File: config.mk
export PLATFORM = sky130hd
export DESIGN_NAME = frame_scheduler
export DESIGN_NICKNAME = d
export VERILOG_FILES = /design/src/rtl/frame_scheduler.sv
export SDC_FILE = /design/constraint.sdc
export NUM_CORES = 1
export LEC_CHECK = 0
export CAP_MARGIN = 20
export CORE_ASPECT_RATIO = 0.8
export CORE_MARGIN = 2
export CORE_UTILIZATION = 60
export DETAILED_ROUTE_END_ITERATION = 12
export DONT_BUFFER_PORTS = 1
export PLACE_DENSITY = 0.85
export SYNTH_ARGS = -nofsm -noshare
export SYNTH_HDL_FRONTEND = slang
export SYNTH_SLANG_ARGS = --single-unit
File: constraint.sdc
create_clock -name clk -period 4.7 [get_ports clk]
set_clock_uncertainty 0.2 [all_clocks]
set_input_delay 0.705 -clock clk [delete_from_list [all_inputs] [get_ports clk]]
set_output_delay 0.705 -clock clk [all_outputs]
set_load 0.02 [all_outputs]
File: src/rtl/frame_scheduler.sv
// Frame scheduler: per-frame game sequencer.
// Every accepted frame_tick starts one frame sequence. The sequence runs the
// subsystem phases of the current game state one after another, each over a
// req/ack handshake.
//
// Handshake semantics (all four phases):
//   - The scheduler raises one req, and only one req is ever high.
//   - The req stays high until the scheduler samples ack=1 on a rising edge.
//   - At that edge the req drops and the next phase's req rises. Because the
//     reqs are registered, the new req is visible in the following cycle.
//   - An ack that arrives while its req is low has no effect.
//   - hit/passed are qualified only by coll_ack while coll_req is high.
//
// game_state is the externally visible state register. The active phase is
// visible as the one-hot set of req outputs.
module frame_scheduler #(
  parameter int SCORE_W      = 16,
  parameter int DEATH_FRAMES = 30
) (
  input  logic               clk,
  input  logic               rst,
  input  logic               frame_tick,
  input  logic               start,
  input  logic               flap,
  output logic               bird_req,
  input  logic               bird_ack,
  output logic               flap_out,
  output logic               pipe_req,
  input  logic               pipe_ack,
  output logic               coll_req,
  input  logic               coll_ack,
  input  logic               hit,
  input  logic               passed,
  output logic               draw_req,
  input  logic               draw_ack,
  output logic [1:0]         game_state,
  output logic [SCORE_W-1:0] score,
  output logic [31:0]        frame_cnt,
  output logic               busy,
  output logic               overrun
);

  localparam int DW = $clog2(DEATH_FRAMES + 1);
  localparam logic [DW-1:0] DEATH_LAST = DW'(DEATH_FRAMES - 1);

  typedef enum logic [1:0] {
    ST_IDLE  = 2'd0,
    ST_PLAY  = 2'd1,
    ST_DYING = 2'd2,
    ST_OVER  = 2'd3
  } state_t;

  state_t        state_q;
  logic          start_pend;
  logic          flap_pend;
  logic          hit_lat;
  logic [DW-1:0] death_cnt;

  logic          final_done;
  logic          accept;
  logic          begin_play;
  logic          bird_rise;
  state_t        eof_state;
  state_t        run_state;
  logic [DW-1:0] eof_death;

  assign game_state = state_q;

  // End-of-frame state update first, then the start of a coincident new frame.
  always_comb begin
    final_done = draw_req & draw_ack;
    accept     = frame_tick & (~busy | final_done);
    eof_state  = state_q;
    eof_death  = death_cnt;
    if (final_done) begin
      case (state_q)
        ST_PLAY: begin
          if (hit_lat) begin
            eof_state = ST_DYING;
            eof_death = '0;
          end
        end
        ST_DYING: begin
          eof_death = death_cnt + DW'(1);
          if (death_cnt == DEATH_LAST) eof_state = ST_OVER;
        end
        default: ;
      endcase
    end
    begin_play = accept & start_pend &
                 ((eof_state == ST_IDLE) || (eof_state == ST_OVER));
    run_state  = begin_play ? ST_PLAY : eof_state;
    bird_rise  = accept & ((run_state == ST_PLAY) || (run_state == ST_DYING));
  end

  // Game state, counters, score and the phase handshake sequencer.
  always_ff @(posedge clk or posedge rst) begin
    if (rst) begin
      state_q    <= ST_IDLE;
      start_pend <= 1'b0;
      flap_pend  <= 1'b0;
      hit_lat    <= 1'b0;
      death_cnt  <= '0;
      bird_req   <= 1'b0;
      pipe_req   <= 1'b0;
      coll_req   <= 1'b0;
      draw_req   <= 1'b0;
      flap_out   <= 1'b0;
      score      <= '0;
      frame_cnt  <= '0;
      busy       <= 1'b0;
      overrun    <= 1'b0;
    end else begin
      state_q   <= run_state;
      death_cnt <= eof_death;

      if (frame_tick) frame_cnt <= frame_cnt + 32'd1;
      if (frame_tick && !accept) overrun <= 1'b1;

      // A start is only remembered while no game is running.
      if (begin_play) begin
        start_pend <= 1'b0;
        score      <= '0;
      end else if (start && ((state_q == ST_IDLE) || (state_q == ST_OVER))) begin
        start_pend <= 1'b1;
      end

      // flap_pend is consumed as bird_req rises; a flap in that cycle refills it.
      if (bird_rise) flap_out <= flap_pend;
      flap_pend <= flap | (flap_pend & ~bird_rise);

      if (accept) begin
        busy     <= 1'b1;
        hit_lat  <= 1'b0;
        bird_req <= bird_rise;
        pipe_req <= 1'b0;
        coll_req <= 1'b0;
        draw_req <= ~bird_rise;
      end else begin
        if (bird_req && bird_ack) begin
          bird_req <= 1'b0;
          if (state_q == ST_PLAY) pipe_req <= 1'b1;
          else                    draw_req <= 1'b1;
        end
        if (pipe_req && pipe_ack) begin
          pipe_req <= 1'b0;
          coll_req <= 1'b1;
        end
        if (coll_req && coll_ack) begin
          coll_req <= 1'b0;
          draw_req <= 1'b1;
          if (hit) begin
            hit_lat <= 1'b1;
          end else if (passed && (score != '1)) begin
            score <= score + SCORE_W'(1);
          end
        end
        if (final_done) begin
          draw_req <= 1'b0;
          busy     <= 1'b0;
        end
      end
    end
  end

endmodule

# --- After elaboration in Yosys (flattened, before gate mapping) ---
# Index checks and enable logic that the tools add are counted.
op_classes:
  n_addsub: 3
  eq_ne: 10
  n_mux: 33
  bitwise_logic: 10
  n_reduce_logical: 26
ops:
  columns: ["operator", "count"]
  rows:
  - ["two-way mux 16 bit", 5]
  - ["adder 32 x 1 -> 32 bit, second input constant", 1]
  - ["two-way mux 1 bit", 21]
  - ["adder 16 x 1 -> 16 bit, second input constant", 1]
  - ["inequality test 16 bit, second input constant", 1]
  - ["nonzero test 2 bit", 6]
  - ["one-hot mux 5 bit (2 select lines)", 1]
  - ["nonzero test 3 bit", 3]
  - ["== test 2 bit, second input constant", 4]
  - ["two-way mux 2 bit", 4]
  - ["AND 1 bit", 6]
  - ["logical AND 1 bit", 6]
  - ["AND reduction 2 bit", 3]
  - ["adder 5 x 1 -> 5 bit, second input constant", 1]
  - ["== test 5 bit, second input constant", 1]
  - ["two-way mux 5 bit", 1]
  - ["== test 2 x 1 -> 1 bit, second input constant", 2]
  - ["logical NOT 2 bit", 2]
  - ["inequality test 4 x 3 -> 1 bit, second input constant", 1]
  - ["one-hot mux 2 bit (2 select lines)", 1]
  - ["nonzero test 4 bit", 1]
  - ["logical OR 1 bit", 3]
  - ["AND reduction 3 bit", 1]
  - ["inequality test 2 bit, second input constant", 1]
  - ["other kinds (3)", 5]
word_totals:
  ff_bits: 65
  output_inout_bits: 57
  word_cells: 96

# --- Longest topological paths before layout ---
logic_depth:
  depth_word: 14
  depth_mapped: 8
  mapped_depth_nobuf: 7

# --- Worst setup path after synthesis ---
# No wires, ideal clock.
synth_path:
  kind: "register to register"
  start: "register state_q[0], in the netlist game_state[0]"
  end: "register score[6]"
  setup_time_ns: 0.144
  arrival_ns: 2.096
  required_time_ns: 4.356
  slack_ns: 2.261
  path_stages_with_launch: 9
  n_path_buf: 1
  period_less_slack_ns: 2.439
  cell_sequence: "dfrtp_1 inv_1 ha_1 nand3b_2 or3_1 nand2_2 xnor2_1 buf_2 a31oi_1"
synth_between:
  elab_chain_cells: 11
  elab_cells_between_ends: 15
  classes_between: "eq/ne (3); mux (9); bitwise (1); reduce/logical (2)"
synth_rtl:
  columns: ["element", "line", "text"]
  rows:
  - ["start, declared", "53", "state_t state_q;"]
  - ["start signal, assigned", "114", "state_q <= run_state;"]
  - ["== test 2 bit (tied with other cells)", "76", "case (state_q)"]
  - ["one-hot mux 2 bit (2 select lines)", "76", null]
  - ["two-way mux 2 bit (*)", "75", "if (final_done) begin"]
  - ["== test 2 bit / logical NOT 2 bit (equally long branches)", "91", "((eof_state == ST_IDLE) || (eof_state == ST_OVER));"]
  - ["logical OR 1 bit (*)", "91", null]
  - ["AND 1 bit (*)", "90", "begin_play = accept & start_pend &"]
  - ["two-way mux 16 bit (*)", "121", "if (begin_play) begin"]
  - ["two-way mux 16 bit", "154", "end else if (passed && (score != '1)) begin"]
  - ["two-way mux 16 bit", "152", "if (hit) begin"]
  - ["two-way mux 16 bit", "149", "if (coll_req && coll_ack) begin"]
  - ["two-way mux 16 bit (*)", "132", "if (accept) begin"]
  - ["end signal, assigned", "155", "score <= score + SCORE_W'(1);"]
  - ["end, declared", "37", "output logic [SCORE_W-1:0] score,"]
# Mark *: on every way between the ends. The rest lies on a longest branch, timed or not.
# A chain may end at the register's enable or synchronous reset.

# --- Worst setup path after layout ---
layout_path:
  start: "register state_q[0], in the netlist game_state[0]"
  end: "register score[8]"
# Same word-level chain as after synthesis.

==> flow_summary_export.csv <==
group,metric,value,unit
outcome,outcome,"complete, no violations",
worst_setup_path,end_kind,"flip-flop",
pwr,leakagePower,1.567,nW
logic_synthesis,yosys.area_share.simple,21.57,%
clocking,cts_max_path_buffers,2,
floorplanning,initial_core_util,61.81,%
sta,tns,0,ps
pwr,power.net_switching,0.5577,mW
layout,diodes,0,
global_routing,grt.total_usage,23.72,%
clocking,clk_pin_slew,70,ps
placement,portBuffers,0,
worst_setup_path,worstSetupEndpoint,"score[8]$_DFF_PP0_",
worst_setup_path,start_kind,"flip-flop",
hold_path,min_path_type,"primary input to flip-flop",
layout,nFillCells,416,
logic_synthesis,synth_edf_count,0,
layout,layout_common_cells,"65 x dfrtp_1, 31 x xnor2_1, 23 x nand2_1",
sta,rsz0062_at_grt,"no",
pwr,clkPwrFrac,32.9,%
global_routing,grt_pass1_wl,11430,um
logic_synthesis,synth_nets,335,
floorplanning,dieWidth,87.43,um
logic_synthesis,synth_top_family_by_area,"simple AND/OR/NAND/NOR gates",
drt,drt_wl_total,6883,um
worst_setup_path,rr_worst_depth,8,
clocking,cts_resized,0,
worst_setup_path,slowest_delay,770,ps
placement,hpwl,4877,um
drt,avgViaCountPerCell,6.263,
logic_synthesis,synth_warnings,0,
worst_setup_path,crit_path_top_delay_cell,"xnor2_1",
sta,final-hold-violation-count,0,
logic_synthesis,async_flop_share,100.0,%
pwr,internal_power,1.042,mW
clocking,postCtsHoldBufs,0,
sta,period_share,70.66,%
pwr,switching_share,34.87,%
logic_synthesis,syn-cell-area,0.003341,mm^2
pwr,design_power_total,1.599,mW
floorplanning,rows,24,
logic_synthesis,synthCells,318,
global_routing,grt_max_degree,66,
clocking,ctsHtreeMaxLevel,3,
worst_setup_path,required,4710,ps
placement,place.gp.congestion,0.9079,
clocking,cts.sinks,65,
pwr,power.share.sequential,49.2,%
pwr,power_frac_comb,17.9,%
logic_synthesis,ys.flop_type,"dfrtp_1",
drt,first_iter_violations,179,
layout,drive_gt1_share,12.54,%
sta,period_needed,3321,ps
worst_setup_path,reg2reg_slack,1380,ps
layout,area_growth,8.090,%
clocking,cts_buffers,9,
worst_setup_path,regToRegStartpoint,"game_state[0]$_DFF_PP0_",
drt,routedWlPerCell,17.56,um
logic_synthesis,synthAdderAreaFrac,2.247,%
drt,dr.pass1.iters,6,
worst_setup_path,crit_chain,"inv_1 -> ha_1 -> nand3b_2 -> o31ai_2 -> nand2_2 -> xnor2_1 -> buf_4 -> a31oi_1",
drt,ant_nets,0,
floorplanning,core,0.005405,mm^2
clocking,clkLatencyLatePin,350,ps
sta,setup_violations,0,
worst_setup_path,crit_arrival,3330,ps
flow_run,timing.max_cap.violations,0,
clocking,root_buffer,"clkbuf_8",
logic_synthesis,synthDistinctLibCells,53,
pwr,power_density,442.9,mW/mm^2
worst_setup_path,crit_type,"flip-flop to flip-flop",
logic_synthesis,synth_seq_cells,65,
drt,drc,0,
floorplanning,die_area,0.006184,mm^2
global_routing,overflow,0,
sta,worst_pin_slew,952.7,ps
worst_setup_path,timing.rr.end,"score[8]$_DFF_PP0_",
drt,vias,2455,
logic_synthesis,synth-compound-area-share,10.60,%
sta,slew_violations,0,
logic_synthesis,syn_avg_cell_area,10.51,um^2
global_routing,antenna_found_initial,0,
layout,fin_nets,339,
global_routing,grt_pass1_vias,2361,
clocking,post_cts_buffers,0,
worst_setup_path,worstPathMaxFanout,12,
sta,slew_headroom,36.03,%
clocking,cts_tree,"done",
floorplanning,die_h,70.74,um
logic_synthesis,synth_xor_area_share,11.80,%
sta,max_freq,301.1,MHz
worst_setup_path,crit_start,"game_state[0]$_DFF_PP0_",
floorplanning,boundaryPins,68,
pwr,vdd_drop_max,0.2997,mV
logic_synthesis,synthMuxAreaShare,2.622,%
layout,final_common_cell,"dfrtp_1",
logic_synthesis,ys_seq_area_share,48.69,%
==> Yosys cell counts (6+ instances only) <==
cell type | n | share of area [%]
ha_1 | 6 | 2.2
inv_1 | 10 | 1.1
dfrtp_1 | 65 | 49
nor2_1 | 16 | 1.8
xor2_1 | 14 | 3.7
a31oi_1 | 7 | 1.3
nand3_1 | 21 | 3.1
xnor2_1 | 31 | 8.1
mux2_2 | 6 | 2.0
nor3_1 | 11 | 1.6
nand2_1 | 23 | 2.6
nand4_1 | 16 | 3.0
a21oi_1 | 18 | 2.7
==> per-layer routing <==
layer / wire (um) / part of all wire, % / GRT usage, % / vias to the layer above
met5: 0 / 0 / 0 / -
met4: 124 / 1.8 / 8.547 / 0
met3: 523 / 7.6 / 9.918 / 16
met2: 3197 / 46 / 34.68 / 84
met1: 3037 / 44 / 31.82 / 1185
li1: - / - / - / 1170
==> cell families after synthesis <==
kind of cell / count (synthesis)
AOI/OAI and AO/OA: 52
xor gates and xnor gates: 45
adders and majority gates: 6
buffers and inverters: 19
DFF: 65
muxes: 8
and+or+nand+nor: 123
==> power groups by stage <==
stage | registers, mW | clock network, mW | logic (mW)
after floorplan | 0.766 | 0 | 0.241
after global placement | 0.792 | 0 | 0.274
after detailed placement | 0.796 | 0 | 0.286
after CTS | 0.786 | 0.537 | 0.287
after global routing | 0.798 | 0.562 | 0.323
final | 0.787 | 0.526 | 0.287
==> flip-flops by register name, indices dropped and copies added, names as in the netlist, 2 cells and up <==
name / count
score: 16
death_cnt: 5
frame_cnt: 32
game_state: 2
==> cell type report <==
cell class	instances	area [um^2]	share of cell area (%)
timing repair buffer	2	15.01	0.4158
clock inverter	6	91.34	2.529
clock buffer	10	127.6	3.534
multi-input combinational	234	1632	45.18
inverter	10	37.54	1.040
sequential	65	1627	45.05
tap	65	81.33	2.252
==> worst min-delay path by stage <==
stage / startpoint / endpoint / slack [ps] / cells after the start
CTS: frame_tick / coll_req$_DFFE_PP0P_ / 220 / 1
global route: frame_tick / coll_req$_DFFE_PP0P_ / 220 / 1
detailed placement: death_cnt[4]$_DFFE_PP0P_ / death_cnt[4]$_DFFE_PP0P_ / 310 / 1
global placement: death_cnt[4]$_DFFE_PP0P_ / death_cnt[4]$_DFFE_PP0P_ / 300 / 1
floorplan: death_cnt[4]$_DFFE_PP0P_ / death_cnt[4]$_DFFE_PP0P_ / 250 / 1
finish: frame_tick / coll_req$_DFFE_PP0P_ / 230 / 1
==> critical path, delay by kind of cell, from the launching register on <==
kind	cells	cell delay, ps
XOR/XNOR	1	770
AND/OR/NAND/NOR	2	440
flip-flops	1	540
buffers and inverters	2	410
AO/OA/AOI/OAI	2	490
adder cells (fa/ha/maj)	1	320
==> metrics by stage <==
stage | utilization (%) | instance area [um^2] | cells | hold WS, ps | setup WS [ps]
global route | 66.81 | 3611 | 392 | 221.0 | 1178
floorplan | - | 3341 | 318 | 245.4 | 2169
global placement | 62.75 | 3392 | 376 | 301.2 | 1574
finish | 66.81 | 3611 | 392 | 231.1 | 1379
detailed placement | 62.75 | 3392 | 376 | 308.5 | 1419
CTS | 66.81 | 3611 | 392 | 220.6 | 1403
(Power assumes the default switching activity.)
